## config.mk

```make
export PLATFORM = sky130hd
export DESIGN_NAME = byte_mem_adapter
export DESIGN_NICKNAME = d
export VERILOG_FILES = /design/src/rtl/byte_mem_adapter.sv
export SDC_FILE = /design/constraint.sdc
export NUM_CORES = 1
export LEC_CHECK = 0
export CAP_MARGIN = 20
export CELL_PAD_IN_SITES_DETAIL_PLACEMENT = 1
export CELL_PAD_IN_SITES_GLOBAL_PLACEMENT = 1
export CORE_MARGIN = 3
export CORE_UTILIZATION = 37
export CTS_CLUSTER_SIZE = 10
export DETAILED_ROUTE_END_ITERATION = 8
export GPL_TIMING_DRIVEN = 0
export HOLD_SLACK_MARGIN = 0.12
export MAX_ROUTING_LAYER = met4
export PLACE_DENSITY_LB_ADDON = 0.12
export SETUP_SLACK_MARGIN = 0.2
export SLEW_MARGIN = 20
export SYNTH_ARGS = -nofsm -noshare
export SYNTH_HDL_FRONTEND = slang
export SYNTH_SLANG_ARGS = --single-unit
```

## constraint.sdc

```tcl
create_clock -name clk -period 3.6 [get_ports clk]
set_input_delay 1.08 -clock clk [delete_from_list [all_inputs] [get_ports clk]]
set_output_delay 1.08 -clock clk [all_outputs]
set_load 0.02 [all_outputs]
```

## src/rtl/byte_mem_adapter.sv

```systemverilog
// Bridges a 16-bit CPU memory port onto an 8-bit physical memory, one byte per
// pmem handshake. A byte that never sees pmem_ack is abandoned after TIMEOUT
// cycles. Its read data then becomes 8'hFF and the sticky err flag sets.
module byte_mem_adapter #(
  parameter int unsigned TIMEOUT = 64
) (
  input  logic        clk,
  input  logic        rst_n,
  input  logic        mem_read,
  input  logic        mem_write,
  input  logic [1:0]  mem_byte_enable,
  input  logic [15:0] mem_address,
  input  logic [15:0] mem_wdata,
  output logic        mem_resp,
  output logic [15:0] mem_rdata,
  output logic        pmem_req,
  output logic        pmem_we,
  output logic [15:0] pmem_address,
  output logic [7:0]  pmem_wdata,
  input  logic [7:0]  pmem_rdata,
  input  logic        pmem_ack,
  output logic        err
);
  localparam int unsigned ADDR_W   = 16;
  localparam int unsigned WORD_W   = 16;
  localparam int unsigned BYTE_W   = 8;
  localparam int unsigned CNT_W    = (TIMEOUT > 1) ? $clog2(TIMEOUT) : 1;
  localparam logic [CNT_W-1:0] CNT_LAST = CNT_W'(TIMEOUT - 1);

  typedef enum logic [1:0] {IDLE, LO_REQ, HI_REQ, RESP} state_t;

  state_t              state, state_nxt;
  logic [CNT_W-1:0]    wait_cnt, cnt_nxt;
  logic                op_write;
  logic                be_hi_q;
  logic [ADDR_W-1:1]   addr_q;
  logic [WORD_W-1:0]   wdata_q;
  logic [BYTE_W-1:0]   lo_q;

  logic                accept;
  logic                byte_done;
  logic                timed_out;
  logic [BYTE_W-1:0]   byte_val;
  logic                op_nxt;
  logic [ADDR_W-1:1]   addr_base;
  logic [WORD_W-1:0]   wdata_base;
  logic                req_nxt;
  logic                hi_nxt;

  // Byte address bit 0 is ignored: accesses are always word-aligned pairs.
  logic unused_addr_lsb;
  assign unused_addr_lsb = mem_address[0];

  // State and per-byte wait counter registers.
  always_ff @(posedge clk) begin
    if (!rst_n) begin
      state    <= IDLE;
      wait_cnt <= '0;
    end else begin
      state    <= state_nxt;
      wait_cnt <= cnt_nxt;
    end
  end

  // Next-state decode, byte completion (ack or timeout), and next output values.
  always_comb begin
    state_nxt = state;
    cnt_nxt   = '0;
    accept    = 1'b0;
    byte_done = 1'b0;
    timed_out = 1'b0;
    byte_val  = pmem_rdata;
    case (state)
      IDLE: begin
        if (mem_read) begin
          accept    = 1'b1;
          state_nxt = LO_REQ;
        end else if (mem_write) begin
          accept = 1'b1;
          if (mem_byte_enable[0])      state_nxt = LO_REQ;
          else if (mem_byte_enable[1]) state_nxt = HI_REQ;
          else                         state_nxt = RESP;
        end
      end
      LO_REQ, HI_REQ: begin
        if (pmem_ack) begin
          byte_done = 1'b1;
        end else if (wait_cnt == CNT_LAST) begin
          byte_done = 1'b1;
          timed_out = 1'b1;
          byte_val  = 8'hFF;
        end else begin
          cnt_nxt = wait_cnt + CNT_W'(1);
        end
        if (byte_done) begin
          if (state == LO_REQ && (!op_write || be_hi_q)) state_nxt = HI_REQ;
          else                                           state_nxt = RESP;
        end
      end
      RESP:    state_nxt = IDLE;
      default: state_nxt = IDLE;
    endcase
    op_nxt     = accept ? !mem_read : op_write;
    addr_base  = accept ? mem_address[ADDR_W-1:1] : addr_q;
    wdata_base = accept ? mem_wdata : wdata_q;
    req_nxt    = (state_nxt == LO_REQ) || (state_nxt == HI_REQ);
    hi_nxt     = (state_nxt == HI_REQ);
  end

  // Request capture, read-byte assembly, sticky error and registered outputs.
  always_ff @(posedge clk) begin
    if (!rst_n) begin
      op_write     <= 1'b0;
      be_hi_q      <= 1'b0;
      addr_q       <= '0;
      wdata_q      <= '0;
      lo_q         <= '0;
      mem_rdata    <= '0;
      err          <= 1'b0;
      mem_resp     <= 1'b0;
      pmem_req     <= 1'b0;
      pmem_we      <= 1'b0;
      pmem_address <= '0;
      pmem_wdata   <= '0;
    end else begin
      if (accept) begin
        op_write <= !mem_read;
        be_hi_q  <= mem_byte_enable[1];
        addr_q   <= mem_address[ADDR_W-1:1];
        wdata_q  <= mem_wdata;
      end
      if (state == LO_REQ && byte_done) lo_q <= byte_val;
      if (state == HI_REQ && byte_done && !op_write) mem_rdata <= {byte_val, lo_q};
      if (timed_out) err <= 1'b1;
      mem_resp <= (state_nxt == RESP);
      pmem_req <= req_nxt;
      pmem_we  <= req_nxt & op_nxt;
      if (req_nxt) begin
        pmem_address <= {addr_base, hi_nxt};
        pmem_wdata   <= hi_nxt ? wdata_base[WORD_W-1:BYTE_W] : wdata_base[BYTE_W-1:0];
      end
    end
  end

endmodule

```

Word level (Yosys, flattened, before mapping). Cells that the tools add are included.

Eq/ne operators: 7. Bitwise gates (word level): 3. Reductions and logical operators: 11. $add $sub $neg: 1. Multiplexer cells: 23.

Operator list (count): 8-bit 2-to-1 mux (4); 16-bit 2-to-1 mux (1); 15-bit 2-to-1 mux (1); 1-bit 2-to-1 mux (12); 2-bit == test (second input constant) (4); 2-bit 2-to-1 mux (4); 6-bit by 1-bit adder with 6-bit output (second input constant) (1); 6-bit == test (second input constant) (1); 2-bit one-hot mux with 3 select lines (1); 2-bit by 1-bit == test with 1-bit output (second input constant) (2); 1-bit logical AND (4); 4-bit OR reduction (1); 1-bit zero test (2); 2-bit zero test (1); 1-bit logical OR (2); 1-bit inverter (2); 2-bit OR reduction (1); 1-bit bitwise AND (1).

Input port bits: 47. Register bits: 93. Output and inout bits: 44.

Logic depth before layout (Yosys ltp). Gate-level depths: netlist of run 1.

Depth in word-level cells: 9. Gate-level depth with buffers: 11.

Worst setup path before layout of run 1. Ideal clock, no wire load.

Path kind: in2reg. Start point: input pmem_ack. End point: register pmem_address[0]. Required time: 3.472 ns. Slack: 0.830 ns. Data arrival time: 2.642 ns. Stages on the path: 7. Path buffers: 2. Cells stage by stage: a22o_1 > a221o_1 > ha_1 > clkbuf_1 > clkbuf_1 > mux2i_1 > nor2_1.

Word-level cells in the longest chain between the ends: 6.

Ends and longest elaborated chain: start, declared (line 21) `input logic pmem_ack,`; 1-bit 2-to-1 mux (*) (line 86) `if (pmem_ack) begin`; 1-bit 2-to-1 mux (*) (line 73) `case (state)`; 2-bit 2-to-1 mux (*) (line 95) `if (byte_done) begin`; 2-bit one-hot mux with 3 select lines (*) (line 73); via state_nxt[1] (line 32) `state_t state, state_nxt;`; 2-bit by 1-bit == test with 1-bit output / 2-bit == test (equally long branches) (line 106, 107); 1-bit logical OR (line 106) `req_nxt = (state_nxt == LO_REQ) || (state_nxt == HI_REQ);`; end signal, assigned (line 139) `pmem_address <= {addr_base, hi_nxt};`; end, declared (line 18) `output logic [15:0] pmem_address,`.

Mark *: on every way through the listed nets, which the timed path passes. The rest lies on a longest branch. The select of a mux whose other input is x is not followed. A chain may end at the register's enable or synchronous reset.

Worst setup path after layout of run 1.
Start point: input mem_write. End point: register pmem_address[0].

Word-level cells in the longest chain between the ends: 5.

Ends and longest elaborated chain: start, declared (line 10) `input logic mem_write,`; 2-bit 2-to-1 mux (*) (line 78) `end else if (mem_write) begin`; 2-bit 2-to-1 mux (*) (line 75) `if (mem_read) begin`; 2-bit one-hot mux with 3 select lines (*) (line 73); 2-bit by 1-bit == test with 1-bit output / 2-bit == test (equally long branches) (line 106, 107); 1-bit logical OR (line 106).

Every way passes the cells marked *; elsewhere a longest branch is shown, timed or not.

==> results of run 1 <==
## through the flow
stage,utilization (%),total power [mW]
floorplan,-,1.56
detailed placement,49.3,1.82
global placement,49.3,1.80
global route,51.7,2.68
CTS,51.6,2.55
finish,51.7,2.53
## final cells by class
| type | instances | area [um^2] | share of cell area (%) |
|---|---|---|---|
| flip-flops and latches | 93 | 1860 | 38.8 |
| multi-input cells | 226 | 1540 | 32.2 |
| repair buffers | 88 | 881 | 18.4 |
| well taps | 129 | 161 | 3.36 |
| clock buffers | 9 | 124 | 2.58 |
| plain buffers | 22 | 121 | 2.53 |
| clock inverters | 7 | 78.8 | 1.64 |
| inverters | 7 | 26.3 | 0.548 |
## layout by cell type (no fill, tap or decap), types with 2 or more instances in the layout
cell type	n
sky130_fd_sc_hd__nand2_1	41
sky130_fd_sc_hd__nand3_1	4
sky130_fd_sc_hd__o221a_1	2
sky130_fd_sc_hd__dfxtp_1	93
sky130_fd_sc_hd__ha_1	6
sky130_fd_sc_hd__buf_2	2
sky130_fd_sc_hd__xor2_1	3
sky130_fd_sc_hd__o2bb2ai_1	8
sky130_fd_sc_hd__inv_6	5
sky130_fd_sc_hd__mux2i_1	49
sky130_fd_sc_hd__clkbuf_2	5
sky130_fd_sc_hd__inv_1	6
sky130_fd_sc_hd__o221a_2	14
sky130_fd_sc_hd__o21a_1	15
sky130_fd_sc_hd__and3_1	3
sky130_fd_sc_hd__clkdlybuf4s50_1	88
sky130_fd_sc_hd__nor2b_1	2
sky130_fd_sc_hd__clkbuf_8	9
sky130_fd_sc_hd__nor2_1	56
sky130_fd_sc_hd__and2_1	3
sky130_fd_sc_hd__clkbuf_1	9
sky130_fd_sc_hd__buf_4	3
sky130_fd_sc_hd__nor3_1	3
## per-layer routing
| layer | vias up | GRT usage (%) | share of wire (%) |
|---|---|---|---|
| met4 | 0 | 4.65 | 1.1 |
| li1 | 1390 | - | - |
| met5 | - | - | 0 |
| met1 | 1386 | 22.0 | 47 |
| met2 | 67 | 28.2 | 47 |
| met3 | 10 | 4.80 | 5.0 |
## synthesized netlist by cell type
| library cell | number | area share, % |
|---|---|---|
| sky130_fd_sc_hd__dfxtp_1 | 93 | 53 |
| sky130_fd_sc_hd__nor2_1 | 57 | 6.0 |
| sky130_fd_sc_hd__mux2i_1 | 49 | 14 |
| sky130_fd_sc_hd__nand2_1 | 41 | 4.3 |
| sky130_fd_sc_hd__o21a_1 | 15 | 3.2 |
| sky130_fd_sc_hd__clkbuf_1 | 14 | 1.5 |
| sky130_fd_sc_hd__o221a_2 | 14 | 4.5 |
| sky130_fd_sc_hd__o2bb2ai_1 | 8 | 2.0 |
| sky130_fd_sc_hd__ha_1 | 6 | 2.1 |
| sky130_fd_sc_hd__inv_1 | 6 | 0.64 |
| sky130_fd_sc_hd__nand3_1 | 4 | 0.57 |
| sky130_fd_sc_hd__and2_1 | 3 | 0.53 |
| sky130_fd_sc_hd__and3_1 | 3 | 0.53 |
| sky130_fd_sc_hd__buf_4 | 3 | 0.64 |
| sky130_fd_sc_hd__nor3_1 | 3 | 0.42 |
| sky130_fd_sc_hd__xor2_1 | 3 | 0.74 |
| sky130_fd_sc_hd__a311oi_1 | 2 | 0.50 |
| sky130_fd_sc_hd__buf_2 | 2 | 0.28 |
| sky130_fd_sc_hd__nor2b_1 | 2 | 0.35 |
| sky130_fd_sc_hd__o221a_1 | 2 | 0.64 |
| sky130_fd_sc_hd__a21oi_1 | 1 | 0.14 |
| sky130_fd_sc_hd__a221o_1 | 1 | 0.28 |
| sky130_fd_sc_hd__a221oi_1 | 1 | 0.25 |
| sky130_fd_sc_hd__a22o_1 | 1 | 0.25 |
| sky130_fd_sc_hd__and3_4 | 1 | 0.32 |
| sky130_fd_sc_hd__buf_1 | 1 | 0.11 |
| sky130_fd_sc_hd__buf_6 | 1 | 0.32 |
| sky130_fd_sc_hd__buf_8 | 1 | 0.42 |
| sky130_fd_sc_hd__clkinv_1 | 1 | 0.11 |
| sky130_fd_sc_hd__nand2b_1 | 1 | 0.18 |
| sky130_fd_sc_hd__nand3b_1 | 1 | 0.21 |
| sky130_fd_sc_hd__nand4_1 | 1 | 0.18 |
| sky130_fd_sc_hd__nor4bb_1 | 1 | 0.28 |
| sky130_fd_sc_hd__o21ai_0 | 1 | 0.14 |
| sky130_fd_sc_hd__o21ai_2 | 1 | 0.25 |
| sky130_fd_sc_hd__o31ai_1 | 1 | 0.21 |
| sky130_fd_sc_hd__or2_2 | 1 | 0.18 |
| sky130_fd_sc_hd__xnor2_1 | 1 | 0.25 |
## sequential cells by signal (all words and copies together) (netlist names)
| name | count |
|---|---|
| mem_rdata | 16 |
| pmem_address | 16 |
| wdata_q | 16 |
| addr_q | 15 |
| lo_q | 8 |
| pmem_wdata | 8 |
| wait_cnt | 6 |
| state | 2 |
| be_hi_q | 1 |
| err | 1 |
| mem_resp | 1 |
| op_write | 1 |
| pmem_req | 1 |
| pmem_we | 1 |
## path summary, 6_finish.rpt
kind | to | from | cells after the start
min | mem_rdata[2] | mem_rdata[2] | 2
min reg2reg | mem_rdata[2] | mem_rdata[2] | 2
max reg2reg | pmem_address[0] | state[0] | 10
max | pmem_address[0] | mem_write | 9
## repair_timing
| action | 4_1_cts | 5_1_grt |
|---|---|---|
| resized for setup | 2 | 9 |
| endpoints found under the hold margin | 0 | 0 |
| setup buffers | 0 | 0 |
| cloned | 0 | 0 |
| endpoints found under the setup margin | 7 | 25 |
## critical path: stages
cell and delay (ns):
sky130_fd_sc_hd__clkdlybuf4s50_1 0.57, sky130_fd_sc_hd__nor4bb_1 0.29, sky130_fd_sc_hd__nor3_1 0.11, sky130_fd_sc_hd__a311oi_2 0.37
sky130_fd_sc_hd__ha_1 0.19, sky130_fd_sc_hd__clkbuf_1 0.21, sky130_fd_sc_hd__clkbuf_2 0.28, sky130_fd_sc_hd__mux2i_1 0.22
sky130_fd_sc_hd__nor2_1 0.05
## logic make-up after synthesis
logic type / after synthesis / synth area share (%)
xor+xnor: 4 / 0.990
flops: 93 / 52.6
simple gates: 119 / 14.1
fa+ha+maj: 6 / 2.12
compound gates: 48 / 12.3
buf+inv: 29 / 4.00
mux: 49 / 13.9
## where the power goes
group	switching (mW)	leakage [nW]	internal, mW
combinational	0.333	0.989	0.291
sequential	0.0443	0.761	1.13
clock	0.402	0.105	0.333
==> flow_results.org, run 1 <==
** Outcome
- The flow ran to the end, and the final reports show no timing, DRC or antenna violations.

** Yosys
- The number of nets in the synthesized netlist is 401.
- The synthesized netlist occupies a cell area of 3540 um^2.
- Post-synthesis area per instance :: 10.2 um^2
- The Yosys step of the flow raised 0 warnings.
- Number of synthesized register bits :: 93
- For this run, the register share of the synthesized area comes to 52.6%.
- Synth unique cells :: 38
- After technology mapping, the gate count stands at 348.

** Placed design
- Placed insts :: 565
- Input and output buffers added on the ports amount to 88.
- Cell area after placement :: 4580 um^2
- Detailed placement ended at an HPWL of 6350 um.
- Pre-CTS worst setup slack :: -0.199 ns
- Placer Congestion :: 0.768

** CTS
- Clock tree from TritonCTS :: built
- Clk sink count :: 93
- Number of buffers created by CTS :: 9
- Root Buffer Master :: sky130_fd_sc_hd__clkbuf_8
- Clock latency on the worst-skew pair, taken at its later pin, is 0.36 ns.
- For this design, the CTS-stage hold fixing added 0 buffers.
- Number of H-tree branching levels :: 3
- The longest clock path from root to sink contains 2 buffers.
- Clock-pin slew on the worst setup and hold paths :: 0.10 ns

** Final layout
- # nets final :: 500
- Cells with a size suffix above 1 make up 10.4% of the layout.
- Final non-filler cell area :: 4800 um^2
- Antenna diodes :: 0
- From synthesis to final layout, the design area changed by 35.6%.
- Non-filler cells in the finished layout :: 581
- The layout has 1076 filler cells.

** Timing
- The total count of max-transition violations in the final report was 0.
- Hold Slack :: 0.467 ns
- Tmin final :: 3.13 ns
- Slew at the pin closest to its max-slew limit :: 0.633 ns
- Normalized max-slew margin :: 57.8%
- Layout Skew :: 0.0104 ns
- Number of hold violations in the final report :: 0
- Static timing analysis puts the maximum clock frequency at 0.319 GHz.
- In the finished design, the share of the clock period the worst path needs comes to 87.0%.
- In the post-route analysis, the smallest setup slack over all paths is 0.468 ns.
- Final-report setup violation count :: 0
- Setup repair after global routing left no endpoint under its margin.
- Sum of negative setup slack :: 0 ns

** Setup path
- Data on the critical path arrives at its endpoint at 3.38 ns.
- Crit. End Element :: register
- CP Class :: input pin to register
- Along the worst path, the maximum fanout reaches 10.
- Setup slack on the worst reg-to-reg path comes out at 0.69 ns.
- Kind of launch point of the worst setup path :: input pin
- Data required, critical path :: 3.84 ns

** Route
- The final layout contains routed wiring with a total length of 8950 um.
- Detailed router's first-iteration violation count :: 46
- Summing over every cut layer, the via total after detailed routing is 2853.
- Post-DRT Antenna Nets :: 0
- After detailed routing, the number of remaining DRC violations is 0.
- Vias per std cell :: 4.91
- Detailed Routing Iterations Pass 1 :: 4
- Routed WL per cell :: 15.4 um

** GRT
- Via count of the first global-routing pass :: 3058
- Global-route usage over all layers :: 17.6%
- Largest net degree at the start of global routing :: 18
- Number of antenna violations at the first check in global routing :: 0
- Summed over all layers, the global routing overflow is 0.
- The first global-routing pass estimated 15100 um of wire.

** Worst hold path
- Type of the tightest min-delay check :: register to register

** Die
- Die Span X :: 104 um
- The die covers 10800 um^2.
- I/O pin count :: 91
- The initial utilization of the core area, before any placement, comes to 38.1%.
- The floorplan step set the die height to 104 um.
- The total area inside the core boundary comes to 9280 um^2.
- Number of standard-cell rows in the floorplan :: 35

** Power and ir drop
- Power density over cell area :: 527 nW/um^2
- Leakage power of the design :: 1.85 nW
- Highest ir drop seen on vdd :: 0.000202 V

** Run
- Number of max-cap violations :: 0
No activity file was read; power rests on OpenSTA's default activity.
==> run 2: changes to the inputs <==
- SETUP_SLACK_MARGIN: 0.2 -> 0.15
==> run 2 against run 1 <==
  * Sequential power about the same
  * Power decreased by 0.37%
  * Combinational power is 2% lower
  * Critical path type unchanged
  * Critical endpoint is now pmem_wdata[0]
  * Largest cell class unchanged
  * Largest power group unchanged
==> flow_results.org, run 2 (synthesis gave the netlist of run 1 again) <==
** CTS
- The clock root buffer master is sky130_fd_sc_hd__clkbuf_8 (unchanged).
- Number of buffers created by CTS :: 9 (unchanged)
- The clock edge transition at the registers on the reported setup and hold paths is 0.10 ns (about the same).
- Clk sink count :: 93 (unchanged)
- The post-CTS resize count is 0 (was 2).
- The count of H-tree levels built during CTS is 3 (unchanged).
- Bufs on Longest Clock Path :: 2 (unchanged)
- The total of hold buffers inserted after clock tree synthesis was 0 (unchanged).
- Clock tree from TritonCTS :: built (unchanged)
- The post-CTS repair timing setup buffer count was 0 (unchanged).
- The clock insertion delay at the later pin of the skew report was 0.36 ns (about the same).

** Timing
- Slew at the pin closest to its max-slew limit :: 0.610 ns (was 0.633 ns)
- Final-report setup violation count :: 0 (unchanged)
- The worst clock skew was 0.0109 ns (was 0.0104 ns).
- Crit share post-route :: 92.1% (was 87.0%)
- Number of max-slew violations in the final report :: 0 (unchanged)
- The maximum operating frequency is 0.302 GHz (was 0.319 GHz).
- The headroom to the max-slew limit was 59.2% (was 57.8%).
- Setup repair after global routing missed its margin: true (was false).
- Tmin final :: 3.31 ns (was 3.13 ns)
- Sum of negative setup slack :: 0 ns (unchanged)
- Number of hold violations in the final report :: 0 (unchanged)

** Outcome
- Result of the run :: complete, no violations (unchanged)

** Final layout
- Most frequent cells in the layout :: sky130_fd_sc_hd__dfxtp_1 (93), sky130_fd_sc_hd__clkdlybuf4s50_1 (88), sky130_fd_sc_hd__nor2_1 (57) (was sky130_fd_sc_hd__dfxtp_1 (93), sky130_fd_sc_hd__clkdlybuf4s50_1 (88), sky130_fd_sc_hd__nor2_1 (56))
- The number of standard cells in the final layout excluding fillers was 581 (unchanged).
- Largest registers :: mem_rdata x16, pmem_address x16, wdata_q x16 (unchanged)
- Final standard cell utilization of the core :: 51.5% (was 51.7%)
- Most frequent standard cell in the layout excluding fill and tap cells :: sky130_fd_sc_hd__dfxtp_1 (unchanged)
- The fraction of final layout cells sized beyond drive strength 1 came to 9.07% (was 10.4%).
- Count of filler cells inserted in the layout :: 1076 (unchanged)
- # nets final :: 500 (unchanged)
- Area overhead of the layout relative to synthesis :: 35.2% (was 35.6%)
- Antenna diodes :: 0 (unchanged)

** Worst hold path
- The end point of the most critical hold path was mem_rdata[2] (unchanged).
- The worst hold-check path type was register to register (unchanged).
- Count of cells along the worst hold path :: 2 (unchanged)
- The hold path startpoint is mem_rdata[2] (unchanged).

** Placed design
- The number of instances in the placed design came to 565 (unchanged).
- Buffers added on ports :: 88 (unchanged)
- The final HPWL from detailed placement is 6350 um (unchanged).
- The placer congestion estimate is 0.768 (unchanged).

** Route
- The post-route antenna net violation count is 0 (unchanged).
- Count of vias placed by the detailed router :: 2864 (was 2853)
- The detailed-router iteration count before antenna repair is 4 (unchanged).
- Wirelength, routed :: 8870 um (was 8950 um)
- The violation count after the first detailed-route iteration came to 67 (was 46).
- Vias per std cell :: 4.93 (was 4.91)
- Routed WL per cell :: 15.3 um (was 15.4 um)
- Residual DRC count :: 0 (unchanged)

** Setup path
- The type of the worst setup path is input pin to register (unchanged).
- The data required time at the worst endpoint is 3.89 ns (was 3.84 ns).
- The maximum fanout along the worst path was 9 (was 10).
- The depth of the most critical reg-to-reg path was 10 (unchanged).
- Crit. End Element :: register (unchanged)
- The sort of element at the start of the critical path is an input pin (unchanged).
- The data arrival time at the worst-slack endpoint came to 3.60 ns (was 3.38 ns).
- Origin of the critical flop-to-flop path :: state[0] (unchanged)
- The end of the worst register-to-register path was pmem_address[8] (was pmem_address[0]).
- Slack of the worst reg-to-reg path :: 0.57 ns (was 0.69 ns)

** Die
- Die Outline Area :: 10800 um^2 (unchanged)
- Die outline height :: 104 um (unchanged)
- The initial core utilization came to 38.1% (unchanged).
- The total I/O pin count is 91 (unchanged).
- Standard cell core area :: 9280 um^2 (unchanged)
- Number of standard-cell rows in the floorplan :: 35 (unchanged)
- Die Span X :: 104 um (unchanged)

** Power and ir drop
- The worst IR drop on VDD came to 0.000202 V (about the same).
- Overall power of the completed layout :: 2.52 mW (was 2.53 mW)
- Leakage power of the design :: 1.84 nW (was 1.85 nW)
- Power density over cell area :: 527 nW/um^2 (about the same)

** GRT
- Largest net degree at the start of global routing :: 18 (unchanged)
- The remaining global-route overflow was 0 (unchanged).
- The initial antenna violation count was 0 (unchanged).
- Wire length of the first global-routing pass :: 15100 um (unchanged)
- Via count of the first global-routing pass :: 3058 (unchanged)
- Global-route usage over all layers :: 17.6% (unchanged)

** Run
- Number of max-cap violations :: 0 (unchanged)
[run 2: stage by stage]
step	worst slack, ns	hold WS, ns	instance area (um^2)
6_report	0.285	0.467	4780
5_1_grt	0.00260	0.496	4780
4_1_cts	0.177	0.471	4780
3_5_place_dp	-0.199	0.456	4580
3_3_place_gp	-0.123	0.442	4580
2_1_floorplan	0.830	0.430	3540
[run 2: layout make-up]
type                       instances  area (um^2)  area share [%]
clock buffer                       9          124            2.59
clock inverter                     7         78.8            1.65
timing repair buffer              88          881            18.4
buffer                            22          116            2.43
sequential                        93         1860            38.9
multi-input combinational        226         1540            32.1
tap                              129          161            3.37
inverter                           7         26.3           0.549
[run 2: worst max-delay path: stages]
cell and delay (ns):
sky130_fd_sc_hd__clkdlybuf4s50_1 0.57, sky130_fd_sc_hd__nor4bb_1 0.29, sky130_fd_sc_hd__nor3_1 0.07, sky130_fd_sc_hd__a311oi_1 0.43, sky130_fd_sc_hd__ha_1 0.31, sky130_fd_sc_hd__clkbuf_1 0.14, sky130_fd_sc_hd__nor2_1 0.50, sky130_fd_sc_hd__o2bb2ai_1 0.19
[run 2: routing by layer]
layer	routed length (um)	share of wire [%]	vias up	track usage (%)
li1	-	-	1390	-
met1	4160	47	1397	22.0
met2	4190	47	67	28.2
met3	429	4.8	10	4.80
met4	99	1.1	0	4.65
met5	0	0	-	-
[run 2: worst max-delay path by stage]
stage	from	end	slack, ns
6_report	mem_write	pmem_wdata[0]	0.29
3_5_place_dp	mem_write	pmem_wdata[0]	-0.20
2_1_floorplan	pmem_ack	pmem_address[0]	0.83
3_3_place_gp	mem_write	pmem_address[0]	-0.12
5_1_grt	mem_write	pmem_address[11]	0.003
4_1_cts	mem_write	pmem_wdata[0]	0.18
[run 2: power breakdown]
group,internal [mW],switching (mW),leakage (nW)
clock,0.333,0.402,0.105
combinational,0.285,0.329,0.976
sequential,1.13,0.0441,0.761
total,1.74,0.775,1.84
